<file path="src/rtl/mips32_mem_pkg.sv">
// Shared types and defaults for the MIPS32 single-port memory arbiter.
//   AW_DEF / DW_DEF : default word-address and data widths
//   owner_t         : which requester holds (or wins) the memory port
//   arb_state_t     : arbiter FSM states
package mips32_mem_pkg;

  localparam int AW_DEF = 10;
  localparam int DW_DEF = 32;

  typedef enum logic [1:0] {
    OWN_NONE = 2'd0,
    OWN_IF   = 2'd1,
    OWN_DM   = 2'd2,
    OWN_LD   = 2'd3
  } owner_t;

  typedef enum logic {
    ST_IDLE    = 1'b0,
    ST_RD_WAIT = 1'b1
  } arb_state_t;

endpackage

</file>
<file path="src/rtl/mips32_mem_pick.sv">
// Combinational priority picker for the memory arbiter.
// Ports:
//   ld_elig, dm_elig, if_elig : eligibility of loader, data and fetch
//   if_override               : fetch has been starved long enough to beat dm
//   winner                    : selected owner (OWN_NONE when nobody is eligible)
// Priority is ld > dm > if; the override lifts fetch above dm but never above ld.
module mips32_mem_pick
  import mips32_mem_pkg::*;
(
  input  logic   ld_elig,
  input  logic   dm_elig,
  input  logic   if_elig,
  input  logic   if_override,
  output owner_t winner
);

  always_comb begin
    winner = OWN_NONE;
    if (ld_elig)                       winner = OWN_LD;
    else if (if_elig && if_override)   winner = OWN_IF;
    else if (dm_elig)                  winner = OWN_DM;
    else if (if_elig)                  winner = OWN_IF;
  end

endmodule

</file>
<file path="src/rtl/mips32_mem_arbiter.sv">
// Single-port memory arbiter shared by instruction fetch (if), MEM-stage data
// access (dm) and the host program loader (ld, only while the core is halted).
// Ports:
//   clk1, rst                 : clock, synchronous active-high reset
//   halted                    : core HALTED flag, gates loader eligibility
//   if_*  / dm_* / ld_*       : requester interfaces (req/we/addr/wdata in,
//                               gnt/rvalid/rdata out); fetch is read-only
//   mem_en/we/addr/wdata      : command to the synchronous memory
//   mem_rdata                 : read data, valid MEM_LAT cycles after a read
//   busy                      : a read is outstanding (not yet in its rvalid cycle)
//
// Handshake: a requester raises *_req with stable addr/wdata and holds it until
// it sees *_gnt, which is asserted combinationally in the cycle the request is
// accepted (the requester samples it in that same cycle). Writes finish in the
// grant cycle. A read returns exactly one *_rvalid pulse MEM_LAT cycles after
// its grant; *_rdata is meaningful only while *_rvalid is high.
module mips32_mem_arbiter
  import mips32_mem_pkg::*;
#(
  parameter int AW         = AW_DEF,
  parameter int DW         = DW_DEF,
  parameter int MEM_LAT    = 1,
  parameter int STARVE_MAX = 4
) (
  input  logic          clk1,
  input  logic          rst,
  input  logic          halted,
  input  logic          if_req,
  input  logic [AW-1:0] if_addr,
  output logic          if_gnt,
  output logic          if_rvalid,
  output logic [DW-1:0] if_rdata,
  input  logic          dm_req,
  input  logic          dm_we,
  input  logic [AW-1:0] dm_addr,
  input  logic [DW-1:0] dm_wdata,
  output logic          dm_gnt,
  output logic          dm_rvalid,
  output logic [DW-1:0] dm_rdata,
  input  logic          ld_req,
  input  logic          ld_we,
  input  logic [AW-1:0] ld_addr,
  input  logic [DW-1:0] ld_wdata,
  output logic          ld_gnt,
  output logic          ld_rvalid,
  output logic [DW-1:0] ld_rdata,
  output logic          mem_en,
  output logic          mem_we,
  output logic [AW-1:0] mem_addr,
  output logic [DW-1:0] mem_wdata,
  input  logic [DW-1:0] mem_rdata,
  output logic          busy
);

  localparam int LW = (MEM_LAT > 1) ? $clog2(MEM_LAT) : 1;
  localparam int SW = $clog2(STARVE_MAX + 1);

  arb_state_t    state, state_nx;
  logic [LW-1:0] lat_cnt, lat_cnt_nx;
  owner_t        owner, owner_nx;
  logic [SW-1:0] starve_cnt, starve_cnt_nx;
  logic [DW-1:0] if_hold, dm_hold, ld_hold;

  owner_t pick;
  owner_t winner;
  logic   rd_done;
  logic   can_grant;
  logic   if_override;

  assign if_override = if_req && (starve_cnt == SW'(STARVE_MAX));

  mips32_mem_pick u_pick (
    .ld_elig     (ld_req && halted),
    .dm_elig     (dm_req),
    .if_elig     (if_req),
    .if_override (if_override),
    .winner      (pick)
  );

  always_ff @(posedge clk1) begin
    if (rst) begin
      state      <= ST_IDLE;
      lat_cnt    <= '0;
      owner      <= OWN_NONE;
      starve_cnt <= '0;
      if_hold    <= '0;
      dm_hold    <= '0;
      ld_hold    <= '0;
    end else begin
      state      <= state_nx;
      lat_cnt    <= lat_cnt_nx;
      owner      <= owner_nx;
      starve_cnt <= starve_cnt_nx;
      if (if_rvalid) if_hold <= mem_rdata;
      if (dm_rvalid) dm_hold <= mem_rdata;
      if (ld_rvalid) ld_hold <= mem_rdata;
    end
  end

  always_comb begin
    // Final cycle of an outstanding read: data returns and the port frees up.
    // Reset suppresses it so an abandoned read never reports rvalid.
    rd_done   = !rst && (state == ST_RD_WAIT) && (lat_cnt == '0);
    can_grant = !rst && ((state == ST_IDLE) || rd_done);
    winner    = can_grant ? pick : OWN_NONE;

    if_gnt    = 1'b0;
    dm_gnt    = 1'b0;
    ld_gnt    = 1'b0;
    mem_en    = 1'b0;
    mem_we    = 1'b0;
    mem_addr  = '0;
    mem_wdata = '0;

    case (winner)
      OWN_IF: begin
        if_gnt   = 1'b1;
        mem_en   = 1'b1;
        mem_addr = if_addr;
      end
      OWN_DM: begin
        dm_gnt    = 1'b1;
        mem_en    = 1'b1;
        mem_we    = dm_we;
        mem_addr  = dm_addr;
        mem_wdata = dm_wdata;
      end
      OWN_LD: begin
        ld_gnt    = 1'b1;
        mem_en    = 1'b1;
        mem_we    = ld_we;
        mem_addr  = ld_addr;
        mem_wdata = ld_wdata;
      end
      default: ;
    endcase

    if_rvalid = rd_done && (owner == OWN_IF);
    dm_rvalid = rd_done && (owner == OWN_DM);
    ld_rvalid = rd_done && (owner == OWN_LD);
    if_rdata  = if_rvalid ? mem_rdata : if_hold;
    dm_rdata  = dm_rvalid ? mem_rdata : dm_hold;
    ld_rdata  = ld_rvalid ? mem_rdata : ld_hold;
    busy      = !rst && (state == ST_RD_WAIT) && (lat_cnt != '0);

    state_nx   = state;
    lat_cnt_nx = lat_cnt;
    owner_nx   = owner;
    if ((state == ST_RD_WAIT) && (lat_cnt != '0)) lat_cnt_nx = lat_cnt - LW'(1);
    if (rd_done) begin
      state_nx = ST_IDLE;
      owner_nx = OWN_NONE;
    end
    // A read granted in the rvalid cycle chains straight into the next wait.
    if (mem_en && !mem_we) begin
      state_nx   = ST_RD_WAIT;
      lat_cnt_nx = LW'(MEM_LAT - 1);
      owner_nx   = winner;
    end

    starve_cnt_nx = starve_cnt;
    if (!if_req || (winner == OWN_IF))
      starve_cnt_nx = '0;
    else if ((winner == OWN_DM) && (starve_cnt != SW'(STARVE_MAX)))
      starve_cnt_nx = starve_cnt + SW'(1);
  end

endmodule

</file>
<file path="config.mk">
export PLATFORM = sky130hd
export DESIGN_NAME = mips32_mem_arbiter
export DESIGN_NICKNAME = d
export VERILOG_FILES = /design/src/rtl/mips32_mem_pkg.sv /design/src/rtl/mips32_mem_pick.sv /design/src/rtl/mips32_mem_arbiter.sv
export SDC_FILE = /design/constraint.sdc
export NUM_CORES = 1
export LEC_CHECK = 0
export ABC_AREA = 1
export CORE_MARGIN = 2
export CORE_UTILIZATION = 35
export DETAILED_ROUTE_END_ITERATION = 8
export PLACE_DENSITY = 0.85
export SKIP_CTS_REPAIR_TIMING = 1
export SYNTH_ARGS = -nofsm -noshare
export SYNTH_HDL_FRONTEND = slang
export SYNTH_SLANG_ARGS = --single-unit
</file>
<file path="constraint.sdc">
create_clock -name clk1 -period 1.7 [get_ports clk1]
set_input_delay 0.34 -clock clk1 [delete_from_list [all_inputs] [get_ports clk1]]
set_output_delay 0.34 -clock clk1 [all_outputs]
set_load 0.005 [all_outputs]
</file>
## Word-level counts from Yosys, hierarchy flattened

Cells that the tools add are included.
Widths: inputs -> output; s select.

- Register bits after elaboration: 103
- Bits of input ports: 134
- Output and inout port bits: 147
- Logic and storage cells: 60

- $add $sub $neg: 2
- Eq/ne operators: 8
- Muxes and demuxes: 19
- Bitwise operators: 2
- Reduce and logical (&&, ||, !) cells: 22

Operator list:

| cell | number |
|---|---|
| $mux 32 | 3 |
| $pmux 32 s2 | 1 |
| $pmux 10 s3 | 1 |
| $logic_and 1x1->1 | 13 |
| $mux 2 | 6 |
| $eq 2x2->1 const B | 4 |
| $mux 1 | 7 |
| $eq 2x1->1 const B | 2 |
| $reduce_or 2->1 | 2 |
| $add 3x1->3 const B | 1 |
| $eq 3x3->1 const B | 1 |
| $logic_not 1->1 | 3 |
| $ne 3x3->1 const B | 1 |
| $reduce_or 3->1 | 1 |
| $logic_or 1x1->1 | 2 |
| $not 1->1 | 2 |
| $pmux 1 s2 | 1 |
| $reduce_bool 2->1 | 1 |
| $sub 1x1->1 const B | 1 |

## Logic depth before layout (Yosys ltp)

Gate-level depths: netlist of run 1.

- Depth in word-level cells: 11
- Gate-level depth with buffers: 11
- Depth with buffers taken out: 11

## Cells and area by module

A second synthesis of run 1 with hierarchy kept.

- Cell total of the unflattened synthesis: 664
- Area total of the unflattened synthesis: 4961.0 um^2

By module, submodules not included:

| module | times used | cells an instance | area each (um^2) | sequential area each (um^2) |
|---|---|---|---|---|
| mips32_mem_arbiter | 1 | 657 | 4933.5 | 2062.0 |
| mips32_mem_pick | 1 | 7 | 27.5 | 0.0 |

## Worst setup path after synthesis of run 1

No wires, ideal clock.

- Kind: register -> output
- Start: register starve_cnt[0]
- End: output port mem_wdata[20]
- Arrival time: 1460 ps
- Required time: 1360 ps
- Slack: -100 ps
- Stages on the path, launching flop included: 10
- Path buffers: 1
- Path through: dfxtp_1 > inv_1 > ha_1 > nand3_1 > nand2_1 > nand2_2 > nand2_4 > nor2_8 > buf_2 > a22o_1

- Cells in the longest elaborated chain, start to end: 8
- Elaborated cells between the ends (all ways): 9
- Classes of those cells: eq/ne (3); mux (4); reduce/logical (2)

RTL lines:

| element | line | RTL |
|---|---|---|
| start: declaration | mips32_mem_arbiter.sv:61 | `logic [SW-1:0] starve_cnt, starve_cnt_nx;` |
| start signal: assignment | mips32_mem_arbiter.sv:93 | `starve_cnt <= starve_cnt_nx;` |
| $eq 3x3->1 * | mips32_mem_arbiter.sv:70 | `assign if_override = if_req && (starve_cnt == SW'(STARVE_MAX));` |
| $logic_and 1x1->1 * | mips32_mem_arbiter.sv:70 |  |
| $logic_and 1x1->1 * | mips32_mem_pick.sv:20 | `else if (if_elig && if_override) winner = OWN_IF;` |
| $mux 2 * | mips32_mem_pick.sv:20 |  |
| $mux 2 * | mips32_mem_pick.sv:19 | `if (ld_elig) winner = OWN_LD;` |
| $mux 2 * | mips32_mem_arbiter.sv:105 | `winner = can_grant ? pick : OWN_NONE;` |
| $eq 2x2->1 | mips32_mem_arbiter.sv:115 | `case (winner)` |
| $pmux 32 s2 * | mips32_mem_arbiter.sv:115 |  |
| end: declaration | mips32_mem_arbiter.sv:50 | `output logic [DW-1:0] mem_wdata,` |

Mark *: on every way between the ends. The rest lies on a longest branch, timed or not.

## Final worst setup path of run 1

- Start: register starve_cnt[0]
- End: output port mem_addr[3]

- Cells in the longest elaborated chain, start to end: 8
- Elaborated cells between the ends (all ways): 10
- Classes of those cells: eq/ne (4); mux (4); reduce/logical (2)

RTL lines:

| element | line | RTL |
|---|---|---|
| $eq 3x3->1 * | mips32_mem_arbiter.sv:70 |  |
| $logic_and 1x1->1 * | mips32_mem_arbiter.sv:70 |  |
| $logic_and 1x1->1 * | mips32_mem_pick.sv:20 |  |
| $mux 2 * | mips32_mem_pick.sv:20 |  |
| $mux 2 * | mips32_mem_pick.sv:19 |  |
| $mux 2 * | mips32_mem_arbiter.sv:105 |  |
| $eq 2x2->1 or $eq 2x1->1 (tied branches) | mips32_mem_arbiter.sv:115 |  |
| $pmux 10 s3 * | mips32_mem_arbiter.sv:115 |  |
| end: declaration | mips32_mem_arbiter.sv:49 | `output logic [AW-1:0] mem_addr,` |

Marks and branches as above.

==> impl_metrics.json, run 1 <==
{
  "hold_class": "primary input to flip-flop",
  "max_clock_freq_ghz": 0.411,
  "path_max_fanout": 6,
  "firstDrtPassIters": 5,
  "finalInstanceArea_sq_um": 9960,
  "post-route-min-period_ps": 2430,
  "insertion_delay_ps": 350,
  "numCtsBuffers": 9,
  "synth-seq-area-share": 0.403,
  "routabilityCongestion": 0.855,
  "cts_sinks": 103,
  "critPathSlowestCell": "dfxtp_2",
  "start_util": 0.355,
  "leakagePower_nw": 5.81,
  "holdWs_ps": 413,
  "grt_max_degree": 74,
  "yosysUniqueCellTypes": 29,
  "cts_buffer_depth": 2,
  "cp.required_ps": 1360,
  "ys_warn_count": 0,
  "dp.cells": 1179,
  "gr-total-overflow": 0,
  "cp_top_family": "buffers and inverters",
  "rsz0062_at_grt": "yes",
  "detail_route.wirelength_microns": 20800,
  "ant_nets": 0,
  "core-area_sq_um": 14400,
  "syn_area_sq_um": 5120,
  "grt_pass1_wl_microns": 27300,
  "synthesis.nets": 794,
  "grt_pass1_vias": 5307,
  "tritoncts": "built",
  "die_x_microns": 125,
  "setup.worst_path.start_class": "flip-flop",
  "setup-violations-final": 157,
  "pwr_density_cell_nw_per_um2": 587,
  "fp-row-count": 44,
  "final_cells": 1282,
  "ir_drop_uv": 827,
  "tightest_slew_ps": 842,
  "die_h_microns": 125,
  "fillCellCount": 1114,
  "drv_cap": 0,
  "crit_chain": "inv_2 > ha_4 > nand3_4 > nand2_2 > nand2_4 > nand2_4 > nor2_8 > buf_12 > buf_6 > clkbuf_16 > buf_6 > a22oi_2 > nand2_1 > buf_2",
  "synth-seq-cells": 103,
  "grt.total_usage": 0.217,
  "cp.buffers_inverters": 6,
  "drc": 0,
  "slew_headroom": 0.439,
  "cp-end-kind": "output port",
  "synthToLayoutAreaGrowth_pct": 94.5,
  "drive_above_1_share": 0.444,
  "mostFrequentLayoutCells": "clkdlybuf4s50_1, buf_4, clkbuf_2, inv_1, dfxtp_1",
  "dpl.hpwl_microns": 13200,
  "crit_arrival_ps": 2090,
  "critPathKind": "flip-flop to output port",
  "root_buffer": "clkbuf_16",
  "failed_checks": "setup timing",
  "vias": 5958,
  "drv_slew": 0,
  "place_area_sq_um": 8750,
  "finalHoldViolations": 0,
  "io_buffers": 280,
  "htreeDepth": 3,
  "layout.nets": 1228,
  "antenna_found_initial": 1,
  "synth.avg_cell_area_sq_um": 7.78,
  "syn_inst": 658,
  "p_total_mw": 5.85,
  "dieArea_sq_um": 15600,
  "final_common_cell": "clkdlybuf4s50_1",
  "wl_per_cell_microns": 16.3,
  "clock_skew_ps": 5.73,
  "io_pins": 281,
  "drtIter0Drc": 300,
  "status": "finished, violations left",
  "finalCritPeriodShare": 1.43,
  "path_clk_slew_ps": 70,
  "worst_slack_ps": -734,
  "viasPerCell": 4.65,
  "max_stage_delay_ps": 320
}
==> per-layer routing <==
metal	GRT usage	vias to the layer above	wire length, microns
li1	-	2935	-
met1	0.250	2773	8240
met2	0.383	223	10700
met3	0.0612	27	1410
met4	0.0771	0	444
met5	0	-	0
==> kinds of logic after synthesis <==
kind of cell    Yosys count  share of synthesized area
flops                   103                      0.403
simple gates            259                      0.269
compound gates          141                      0.183
xor+xnor                  1                    0.00171
buf+inv                 152                      0.139
fa+ha+maj                 2                    0.00489
==> worst paths after layout <==
kind                               from                     to  slack, ps  cells after the start
max          starve_cnt[0]$_SDFFE_PP0P_            mem_addr[3]       -730                     14
min                                 rst  owner[1]$_SDFFE_PP0P_        410                      5
max reg2reg  starve_cnt[1]$_SDFFE_PP0P_     state$_SDFFE_PP0P_       -170                     13
min reg2reg        lat_cnt$_SDFFE_PP0P_   lat_cnt$_SDFFE_PP0P_        500                      2
==> report_power, final <==
group | switching [mW] | leakage, nW | internal (mW)
sequential | 0.0138 | 0.834 | 2.46
clock | 0.937 | 0.140 | 1.09
combinational | 0.575 | 4.83 | 0.779
total | 1.53 | 5.81 | 4.33
==> sequential cells by signal, summed over array words and instances (netlist names) <==
register and cells:
dm_hold 32, if_hold 32, ld_hold 32, starve_cnt 3, owner 2, lat_cnt 1
state 1
==> synth_stat cells <==
| cell | instances | share of area |
|---|---|---|
| a21oi_1 | 3 | 0.0029 |
| a22o_1 | 32 | 0.055 |
| a22oi_2 | 9 | 0.022 |
| buf_2 | 10 | 0.0098 |
| buf_6 | 15 | 0.033 |
| clkbuf_1 | 13 | 0.0095 |
| dfxtp_1 | 103 | 0.40 |
| ha_1 | 2 | 0.0049 |
| inv_1 | 105 | 0.077 |
| inv_2 | 4 | 0.0029 |
| inv_4 | 4 | 0.0049 |
| inv_6 | 1 | 0.0017 |
| nand2_1 | 41 | 0.030 |
| nand2_2 | 2 | 0.0024 |
| nand2_4 | 4 | 0.0088 |
| nand3_1 | 3 | 0.0029 |
| nand3_2 | 2 | 0.0039 |
| nand3_4 | 3 | 0.010 |
| nand4_1 | 3 | 0.0037 |
| nor2_1 | 90 | 0.066 |
| nor2_2 | 12 | 0.015 |
| nor2_8 | 2 | 0.0078 |
| o21ai_0 | 6 | 0.0059 |
| o21ai_1 | 79 | 0.077 |
| o21ai_2 | 11 | 0.019 |
| o31ai_1 | 1 | 0.0015 |
| or2_1 | 88 | 0.11 |
| or2_2 | 9 | 0.011 |
| xor2_1 | 1 | 0.0017 |
==> area by class of cell <==
cell class,instances,area (sq um),area share
Tap cell,184,230,0.0231
Timing Repair Buffer,461,4110,0.412
Antenna cell,1,2.50,0.000251
Inverter,114,468,0.0470
Clock inverter,3,26.3,0.00264
Multi-Input combinational cell,403,2800,0.281
Clock buffer,13,260,0.0261
Sequential cell,103,2070,0.208
==> worst register-to-register path, cell delays in order (launching register included) <==
cell	delay [ps]
dfxtp_2	340
inv_2	40
ha_4	160
nand3_4	90
nand2_2	60
nand2_4	80
buf_4	130
buf_4	100
nand4_1	90
buf_4	150
buf_4	130
nand3_2	90
nand2_2	90
or2_1	210
==> through the flow <==
step	util	worst slack, ps	TNS [ps]
final	0.691	-734	-68800
after CTS	0.626	-939	-113220
after floorplan	-	1.16	0
after global routing	0.691	-832	-81790
after detailed placement	0.606	-917	-95010
after global placement	0.606	-860	-93010
Note: power is estimated with default switching activity, not from simulation.
==> inputs of run 2 (changes only) <==
CORE_UTILIZATION = 42   (was 35)
PLACE_DENSITY = 0.94   (was 0.85)
clock period = 2.8 ns   (was 1.7 ns; I/O delays follow)
==> run 2 against run 1 <==
The flow still finishes with violations (setup timing). Cell area shrank 11%. Global-route usage up 5.8 points. First-iteration DRC count grew 45%. Cell count fell by 14%. Worst hold slack gained 80 ps. Sequential share of layout area grew 2.6 points. Clock skew grew 6.0 ps. Register-to-register slack better by 1100 ps. Via count is 7.0% lower. Non-clock buffer count decreased by 137. Total power fell by 41%.
==> impl_metrics.json, run 2 (synthesis results as in run 1) <==
{
  "ir_drop_uv": 365,
  "utilization": 0.739,
  "grt_pass1_vias": 5136,
  "grt_pass1_wl_microns": 27800,
  "top_layer_used": "met4",
  "wl_met3_microns": 1710,
  "firstDrtPassIters": 7,
  "status": "finished, violations left",
  "synthToLayoutAreaGrowth_pct": 72.7,
  "r2r-start": "starve_cnt[0]$_SDFFE_PP0P_",
  "rsz0062_at_grt": "yes",
  "layout.nets": 1091,
  "drtIter0Drc": 434,
  "core-area_sq_um": 12000,
  "wl_per_cell_microns": 18.0,
  "max_clock_freq_ghz": 0.355,
  "setup-violations-final": 1,
  "r2r_cells": 13,
  "routabilityCongestion": 0.966,
  "io_pins": 281,
  "io_buffers": 280,
  "wl_met2_microns": 9730,
  "drc": 0,
  "cp.required_ps": 2240,
  "post-route-min-period_ps": 2820,
  "tightest_slew_ps": 1100,
  "grt_max_degree": 98,
  "drv_cap": 0,
  "gr-total-overflow": 0,
  "reg2reg_to": "starve_cnt[0]$_SDFFE_PP0P_",
  "endpoint": "mem_addr[3]",
  "ant_nets": 0,
  "crit_arrival_ps": 2260,
  "vias": 5539,
  "pwr_density_cell_nw_per_um2": 391,
  "grt.total_usage": 0.274,
  "antenna_found_initial": 0,
  "holdCritStartpoint": "starve_cnt[0]$_SDFFE_PP0P_",
  "wirelength_met1_microns": 7900,
  "failed_checks": "setup timing",
  "insertion_delay_ps": 340,
  "reg2reg_slack_ps": 880,
  "worst_slack_ps": -20.5,
  "finalHoldViolations": 0,
  "critPathKind": "primary input to output port",
  "path_clk_slew_ps": 70,
  "clock_skew_ps": 11.7,
  "largest_registers": "dm_hold x32, if_hold x32, ld_hold x32",
  "dpl.hpwl_microns": 14300,
  "start_util": 0.428,
  "finalCritPeriodShare": 1.01,
  "drive_above_1_share": 0.138,
  "cts_sinks": 103,
  "detail_route.wirelength_microns": 20000,
  "path_max_fanout": 8,
  "slew_headroom": 0.268,
  "final_common_cell": "clkdlybuf4s50_1",
  "leakagePower_nw": 5.20,
  "viasPerCell": 5.00,
  "mostFrequentLayoutCells": "clkdlybuf4s50_1, inv_1, dfxtp_1, nor2_1, or2_1",
  "cts_buffer_depth": 2,
  "htreeDepth": 3,
  "die_x_microns": 114,
  "drv_slew": 0,
  "setup.worst_path.start_class": "primary input",
  "p_total_mw": 3.46,
  "fp-row-count": 40,
  "numCtsBuffers": 9,
  "crit_start": "ld_req",
  "tritoncts": "built",
  "cp-end-kind": "output port",
  "root_buffer": "clkbuf_16",
  "dieArea_sq_um": 13100,
  "die_h_microns": 114,
  "hold_class": "flip-flop to flip-flop"
}
## run 2: cell count changes in the layout (fill, tap and decap cells not counted), sizes merged
| cell | delta |
|---|---|
| inv | -1 |
| clkinvlp | +1 |
| buf | -157 |
| dlymetal6s2s | +25 |
| clkbuf | -110 |
| clkdlybuf4s50 | +102 |
| clkinv | +3 |
## run 2: worst min path at each step
stage	endpoint	slack [ps]	cells after the start
after floorplan	starve_cnt[1]$_SDFFE_PP0P_	460	2
after global placement	starve_cnt[0]$_SDFFE_PP0P_	470	2
after detailed placement	starve_cnt[1]$_SDFFE_PP0P_	490	2
after CTS	starve_cnt[1]$_SDFFE_PP0P_	490	2
after global routing	starve_cnt[0]$_SDFFE_PP0P_	510	2
final	starve_cnt[0]$_SDFFE_PP0P_	490	2
## run 2: critical path: stages
cell	delay [ps]
clkdlybuf4s50_1	420
nand2_2	140
nand3_4	140
nand2_4	100
inv_2	50
nand2_4	80
clkinv_8	90
clkbuf_16	160
buf_4	130
a22oi_2	150
nand2_1	80
dlymetal6s2s_1	150
## run 2: layout make-up
| cell class | instances | area [sq um] |
|---|---|---|
| clock inverters | 6 | 55.1 |
| inverters | 114 | 478 |
| diodes | 1 | 2.50 |
| multi-input cells | 403 | 2400 |
| fillers | 870 | 3120 |
| clock buffers | 10 | 229 |
| well taps | 147 | 184 |
| flip-flops and latches | 103 | 2060 |
| repair buffers | 324 | 3430 |
## run 2: layer usage
layer  GRT usage  up-vias
met1       0.333     2591
li1            -     2647
met2       0.460      254
met4       0.101        0
met5           0        -
met3      0.0805       47
## run 2: through the flow
step | cell area (sq um) | setup TNS [ps] | hold WS, ps | std cells | worst slack [ps]
4_1_cts | 8400 | -9850 | 494 | 1090 | -281
3_3_place_gp | 8120 | -7890 | 473 | 1074 | -249
2_1_floorplan | 5120 | 0 | 460 | 658 | 767
5_1_grt | 8840 | -174 | 507 | 1107 | -100
6_report | 8840 | -20.5 | 492 | 1108 | -20.5
3_5_place_dp | 8120 | -9430 | 485 | 1074 | -281
## run 2: where the power goes
group	switching, mW	internal (mW)	leakage [nW]
clock	0.579	0.618	0.136
sequential	0.0105	1.49	0.832
combinational	0.316	0.443	4.23
==> inputs of run 3 (changes only) <==
CORE_UTILIZATION = 39   (was 42)
PLACE_DENSITY = 0.81   (was 0.94)
RECOVER_POWER = 25   (was unset)
clock period = 2.75 ns   (was 2.8 ns; I/O delays follow)
==> run 3 against run 2 <==
The flow finishes with violations (capacitance limit, slew limit, setup timing). Routed wire length down 8.9%. Largest power group unchanged. Critical path type is now flip-flop to output port. Clock skew down 0.97 ps. Clock-buffer cell count unchanged.
==> impl_metrics.json, run 3 (synthesis results as in run 1) <==
{
  "setup-violations-final": 1,
  "p_int_mw": 2.62,
  "firstDrtPassIters": 5,
  "p_sw_mw": 0.906,
  "dpl.hpwl_microns": 12400,
  "crit_chain": "inv_2 > ha_4 > nand3_4 > nand2_4 > nand2_4 > nand2_4 > nor2_8 > buf_4 > buf_12 > a22o_1 > clkdlybuf4s50_1",
  "post-route-min-period_ps": 2800,
  "root_buffer": "clkbuf_16",
  "rsz0062_at_grt": "yes",
  "start_util": 0.403,
  "cts_sinks": 103,
  "max_clock_freq_ghz": 0.357,
  "drv_cap": 1,
  "cts_buffer_depth": 2,
  "drc": 0,
  "wl_per_cell_microns": 15.7,
  "fillCellCount": 1006,
  "clkPwrFrac": 0.351,
  "cp-end-kind": "output port",
  "finalHoldViolations": 0,
  "vias": 5426,
  "final_common_cell": "clkdlybuf4s50_1",
  "reg2reg_slack_ps": 800,
  "grt.total_usage": 0.226,
  "critPathSlowestCell": "clkdlybuf4s50_1",
  "fp-row-count": 41,
  "die_h_microns": 119,
  "viasPerCell": 4.69,
  "finalCritPeriodShare": 1.02,
  "ir_drop_uv": 348,
  "diodes": 0,
  "io_pins": 281,
  "path_clk_slew_ps": 70,
  "worst_slack_ps": -52.5,
  "grt_pass1_wl_microns": 26100,
  "crit_arrival_ps": 2250,
  "switching_share": 0.257,
  "reg2reg_to": "starve_cnt[1]$_SDFFE_PP0P_",
  "numCtsBuffers": 9,
  "finalSetupTns_ps": -52.5,
  "holdPathStages": 2,
  "htreeDepth": 3,
  "ant_nets": 0,
  "grt_max_degree": 98,
  "p_seq_frac": 0.433,
  "r2r_cells": 15,
  "cp.buffers_inverters": 4,
  "grt_pass1_vias": 5146,
  "max_stage_delay_ps": 500,
  "path_max_fanout": 7,
  "cp.required_ps": 2200,
  "pwr_density_cell_nw_per_um2": 385,
  "hold_class": "flip-flop to flip-flop",
  "combPwrFrac": 0.215,
  "failed_checks": "capacitance limit, slew limit, setup timing",
  "p_total_mw": 3.53,
  "slew_headroom": -0.372,
  "clock_skew_ps": 10.7,
  "tritoncts": "built",
  "core-area_sq_um": 12700,
  "routabilityCongestion": 0.858,
  "drive_above_1_share": 0.164,
  "dieArea_sq_um": 14100,
  "holdCritStartpoint": "starve_cnt[0]$_SDFFE_PP0P_",
  "crit_top_cell": "nand2_4",
  "synthToLayoutAreaGrowth_pct": 79.3,
  "antenna_found_initial": 1,
  "die_x_microns": 119,
  "layout.nets": 1115,
  "io_buffers": 280,
  "hold_end": "starve_cnt[0]$_SDFFE_PP0P_",
  "cp_top_family": "buffers and inverters",
  "gr-total-overflow": 0,
  "drtIter0Drc": 313,
  "detail_route.wirelength_microns": 18200,
  "largest_registers": "dm_hold x32, if_hold x32, ld_hold x32",
  "holdWs_ps": 493,
  "setup.worst_path.start_class": "flip-flop",
  "critPathKind": "flip-flop to output port",
  "leakagePower_nw": 5.80,
  "drv_slew": 98,
  "insertion_delay_ps": 340,
  "tightest_slew_ps": 2060,
  "status": "finished, violations left",
  "mostFrequentLayoutCells": "clkdlybuf4s50_1, inv_1, dfxtp_1, nor2_1, or2_1",
  "r2r-start": "starve_cnt[1]$_SDFFE_PP0P_"
}
## run 3: cell types whose count changed in the layout (fill, tap and decap cells not counted), sizes merged
cell	change
clkbuf	+4
inv	+3
clkinv	-1
diode	-1
clkdlybuf4s50	-26
dlymetal6s2s	+26
buf	+18
## run 3: area by class of cell
class | instances | area [sq um] | share of cell area
inverters | 114 | 475 | 0.0518
flip-flops and latches | 103 | 2070 | 0.225
multi-input cells | 403 | 2410 | 0.262
clock buffers | 10 | 229 | 0.0249
clock inverters | 6 | 63.8 | 0.00695
repair inverters | 2 | 17.5 | 0.00191
repair buffers | 346 | 3700 | 0.404
well taps | 172 | 215 | 0.0234
## run 3: through the flow
stage	instance area [sq um]	util	cells	setup WS, ps
floorplan	5120	-	658	737
global placement	8250	0.649	1110	-276
detailed placement	8250	0.649	1110	-324
CTS	8550	0.672	1126	-330
global route	9180	0.722	1156	-137
finish	9180	0.722	1156	-52.5
## run 3: tightest hold or removal path, cell delays in order, from the launching register on
cell and delay, ps:
dfxtp_2 330, nand2_1 70, a21oi_1 60
## run 3: how the worst max path moves through the flow
stage,startpoint,slack [ps],cells past startpoint,endpoint
final,starve_cnt[1]$_SDFFE_PP0P_,-50,11,mem_wdata[12]
after global routing,starve_cnt[1]$_SDFFE_PP0P_,-140,11,mem_wdata[12]
after CTS,if_req,-330,10,mem_addr[2]
after detailed placement,if_req,-320,10,mem_addr[2]
after global placement,if_req,-280,10,mem_addr[2]
after floorplan,rst,740,8,mem_wdata[20]
## run 3: layer usage
layer | routed length, microns | GRT usage | share of wire
met3 | 1150 | 0.0608 | 0.063
met5 | 10 | 0 | 0.00055
met2 | 9060 | 0.392 | 0.50
met4 | 305 | 0.0640 | 0.017
met1 | 7670 | 0.275 | 0.42
## run 3: power groups by stage
stage	clock (mW)	sequential, mW	combinational, mW
2_1_floorplan	0	1.56	0.248
3_3_place_gp	0	1.56	0.698
3_5_place_dp	0	1.56	0.706
4_1_cts	1.28	1.53	0.710
5_1_grt	1.35	1.53	0.812
6_report	1.24	1.53	0.761
